File: config.mk
export PLATFORM = sky130hd
export DESIGN_NAME = alu_nibble_seq
export DESIGN_NICKNAME = d
export VERILOG_FILES = /design/src/rtl/alu_nibble_seq.sv
export SDC_FILE = /design/constraint.sdc
export NUM_CORES = 1
export LEC_CHECK = 0
export CORE_ASPECT_RATIO = 0.7
export CORE_MARGIN = 2
export CORE_UTILIZATION = 53
export CTS_CLUSTER_SIZE = 16
export DETAILED_ROUTE_END_ITERATION = 8
export PLACE_DENSITY = 0.8
export SLEW_MARGIN = 20
export SYNTH_ARGS = -nofsm -noshare
export SYNTH_HDL_FRONTEND = slang
export SYNTH_SLANG_ARGS = --single-unit
File: constraint.sdc
create_clock -name clk -period 4.09 [get_ports clk]
set_clock_uncertainty 0.15 [all_clocks]
set_input_delay 0.818 -clock clk [delete_from_list [all_inputs] [get_ports clk]]
set_output_delay 0.818 -clock clk [all_outputs]
set_load 0.01 [all_outputs]
File: src/rtl/alu_nibble_seq.sv
// alu_nibble_seq: nibble-serial add/sub/slt/sltu sequencer driving one shared 4-bit invert-mux + adder slice
module alu_nibble_seq #(
  parameter int WIDTH = 16,
  parameter int NIB = 4
) (
  input  logic             clk,
  input  logic             rst,
  input  logic             start,
  input  logic [1:0]       op,
  input  logic [WIDTH-1:0] a,
  input  logic [WIDTH-1:0] b,
  output logic             busy,
  output logic             done,
  output logic [WIDTH-1:0] result,
  output logic             carry,
  output logic             overflow,
  output logic             zero
);
  localparam int N = WIDTH / NIB;
  localparam int CW = (N > 1) ? $clog2(N) : 1;
  typedef enum logic [1:0] {IDLE, RUN, DONE} state_t;
  state_t state, nstate;
  logic [WIDTH-1:0] a_r, b_r, raw, bm, nraw, nres;
  logic [1:0] op_r;
  logic [CW-1:0] cnt;
  logic c, c_out, last, nov;
  logic [NIB-1:0] s;
  assign bm = (op_r == 2'b00) ? b_r : ~b_r;
  assign last = cnt == CW'(N - 1);
  assign {c_out, s} = (NIB+1)'(a_r[cnt*NIB +: NIB]) + (NIB+1)'(bm[cnt*NIB +: NIB]) + (NIB+1)'(c);
  assign busy = state != IDLE;
  assign done = state == DONE;
  // nraw is the raw sum with the current nibble merged in, so the last nibble's flags are ready at DONE entry
  always_comb begin
    nraw = raw;
    nraw[cnt*NIB +: NIB] = s;
    nov = (a_r[WIDTH-1] == bm[WIDTH-1]) & (nraw[WIDTH-1] != a_r[WIDTH-1]);
    nres = op_r[1] ? {{(WIDTH-1){1'b0}}, op_r[0] ? ~c_out : nraw[WIDTH-1] ^ nov} : nraw;
  end
  always_comb begin
    nstate = IDLE;
    if (state == IDLE && start) nstate = RUN;
    if (state == RUN) nstate = last ? DONE : RUN;
  end
  always_ff @(posedge clk) state <= rst ? IDLE : nstate;
  always_ff @(posedge clk) begin
    if (rst) begin
      a_r <= '0;
      b_r <= '0;
      op_r <= '0;
      raw <= '0;
      cnt <= '0;
      c <= 1'b0;
      result <= '0;
      carry <= 1'b0;
      overflow <= 1'b0;
      zero <= 1'b0;
    end else if (state == IDLE && start) begin
      a_r <= a;
      b_r <= b;
      op_r <= op;
      cnt <= '0;
      c <= op != 2'b00;
    end else if (state == RUN) begin
      raw <= nraw;
      c <= c_out;
      cnt <= cnt + CW'(1);
      if (last) begin
        result <= nres;
        carry <= c_out;
        overflow <= nov;
        zero <= nraw == '0;
      end
    end
  end
endmodule

==> flow_summary.ini <==
[outcome]
outcome = completed

[final_layout]
stdcell_count = 551
diodes = 0
fill_cells = 524
fin_area_um2 = 4269
area_growth_pct = 23.44
drive_gt1_frac = 0.07188
finalNetCount = 516

[clock_tree]
clock_sinks = 74
tritoncts = done
htreeDepth = 3
cts_buffers = 9
clkLatencyLatePin_ns = 0.36
post-cts-setup-buffers = 0
clk_path_buf_depth = 2
ctsRootBufferMaster = clkbuf_8
cts_resized = 0
path_clk_slew_ns = 0.08
cts_hold_buffers = 0

[sta]
fmax_ghz = 0.2944
setup_viol = 0
tns_ns = 0
min_period_ns = 3.397
slew_headroom = 0.4803
tightestPinTransition_ns = 0.7767
hold_slack_ns = 0.3066
slew_violations = 0
fin_crit_sh = 0.8306
rsz0062_at_grt = no
final_hold_viol_count = 0

[logic_synthesis]
synth-seq-cells = 74
synth-edff-count = 0
synth_seq_area_share = 0.4284
yosys_warnings = 0
synth_top_family_by_area = simple AND/OR/NAND/NOR gates
synth_cell_types = 44
synth_fp_nets = 472
ys_async_sr_fraction = 0
yosys.area_share.simple = 0.2149
netlist_area_um2 = 3458
netlist_instances = 424
syn_area_per_cell_um2 = 8.156
synth_compound_area_frac = 0.1813
synth-xor-area-share = 0.02279
synth_mux_area_frac = 0.05499
ys_dominant_reg_cell = dfxtp_1
synth_fa_ha_area_frac = 0.04414

[power]
leakagePower_nw = 1.550
power_per_cell_area_nw_per_um2 = 399.5
ir_drop_v = 0.0002565

[route]
wl_per_cell_um = 15.99
firstDrtPassIters = 4
wl_um = 8813
ant_nets = 0
drc = 0
vias = 3105
drt-vias-per-instance = 5.635
drt_iter0_markers = 216

[worst_setup_path]
path_class = flop to flop
worstSetupEndpointType = flop
worstPathMaxFanout = 20
worstPathRequired_ns = 4.23
cp-start-kind = flop
cp_data_arrival_time_ns = 3.53
rrSetupSlack_ns = 0.69

[placement]
place_area_um2 = 4048
gp_congestion = 0.9573
dp.final_hpwl_um = 6356
dp.cells = 535
port_buffers = 57

[grt]
grt_max_degree = 53
grt_pass1_vias = 2903
grt_first_pass_wirelength_um = 14600
grt_antenna_before_repair = 0
grt_usage = 0.2631
gr-total-overflow = 0

[flow_run]
cap_violations = 0

[worst_hold_path]
hold_path.class = flop to flop

[floorplanning]
row_count = 24
die_area_um2 = 7198
initial_core_util = 0.5510
die-width_um = 100.6
die_h_um = 71.59
core-area_um2 = 6276
ios = 58
## placed cells by master (no fill, tap or decap), types with 9 or more instances in the layout
cell and instances:
nand2_1 83, a21oi_1 57, inv_1 19, clkdlybuf4s50_1 56, clkbuf_8 10, dfxtp_1 74
nor2b_1 9, o21ai_0 9, nor2_1 39, a22oi_1 10, ha_1 9
## worst paths after layout
| path | from | end | cells after the start |
|---|---|---|---|
| max | cnt[0]$_SDFFE_PP0N_ | overflow$_SDFFE_PP0P_ | 9 |
| min reg2reg | result[15]$_SDFFE_PP0P_ | result[15]$_SDFFE_PP0P_ | 2 |
| min | result[15]$_SDFFE_PP0P_ | result[15]$_SDFFE_PP0P_ | 2 |
| max reg2reg | cnt[0]$_SDFFE_PP0N_ | overflow$_SDFFE_PP0P_ | 9 |
## power by group
part	internal (mW)	total (mW)	switching [mW]
combinational	0.128	0.291	0.163
sequential	0.754	0.782	0.0276
clock	0.358	0.632	0.274
total	1.24	1.71	0.465
## logic make-up (layout without fill, tap and decap cells)
| logic type | after synthesis | in the layout |
|---|---|---|
| flip-flops | 74 | 74 |
| multiplexers | 9 | 9 |
| AO/OA/AOI/OAI | 105 | 105 |
| adder cells (fa/ha/maj) | 11 | 11 |
| buffers and inverters | 48 | 97 |
| XOR/XNOR | 9 | 9 |
| AND/OR/NAND/NOR | 168 | 168 |
## cell type report
type | instances | area [µm²] | share of cell area
multi-input combinational | 302 | 1797 | 0.4209
clock buffer | 11 | 141.4 | 0.03312
sequential | 74 | 1481 | 0.3470
timing repair buffer | 62 | 603.1 | 0.1413
tap | 78 | 97.59 | 0.02286
inverter | 19 | 71.32 | 0.01671
clock inverter | 5 | 77.57 | 0.01817
## registers in the layout, indices dropped and copies added, names as in the netlist
register  cells
cnt           2
zero          1
c             1
b_r          16
carry         1
op_r          2
overflow      1
state         2
a_r          16
raw          16
result       16
## metrics by stage
stage               worst slack, ns  power, mW    util
floorplan                    0.9225     0.9872       -
finish                       0.6928      1.706  0.6802
CTS                          0.7051      1.708  0.6798
detailed placement           0.7517      1.083  0.6449
global route                 0.4927      1.767  0.6802
global placement             0.8711      1.076  0.6449
## metal layers
metal | part of all wire | vias up | track usage
met5 | 0 | - | 0
met4 | 0.011 | 0 | 0.08219
met3 | 0.080 | 11 | 0.05659
met2 | 0.44 | 108 | 0.3885
met1 | 0.47 | 1443 | 0.3879
li1 | - | 1543 | -
## synth_stat cells (3+ instances only)
library cell | number | area share
nand2_1 | 84 | 0.091
dfxtp_1 | 74 | 0.43
a21oi_1 | 57 | 0.082
nor2_1 | 39 | 0.042
clkbuf_1 | 22 | 0.024
inv_1 | 19 | 0.021
a22oi_1 | 10 | 0.022
nor2b_1 | 10 | 0.018
ha_1 | 9 | 0.033
o21ai_0 | 9 | 0.013
mux4_2 | 8 | 0.052
nor3_1 | 8 | 0.012
a211oi_1 | 7 | 0.015
nand3_1 | 6 | 0.0087
xnor2_1 | 6 | 0.015
o22ai_1 | 5 | 0.0090
a31oi_1 | 4 | 0.0072
buf_2 | 4 | 0.0058
nand2b_1 | 4 | 0.0072
buf_1 | 3 | 0.0033
nand4_1 | 3 | 0.0054
xor2_1 | 3 | 0.0076
## worst max-delay path, cell delays in order (launching register included)
cell and delay, ns:
dfxtp_1 0.42, buf_4 0.31, mux4_2 0.55, xnor2_1 0.14, ha_1 0.38, a21oi_1 0.21
a21boi_0 0.14, o32a_1 0.43, or3_1 0.39, a211oi_2 0.18
No activity file was read; power rests on OpenSTA's default activity.
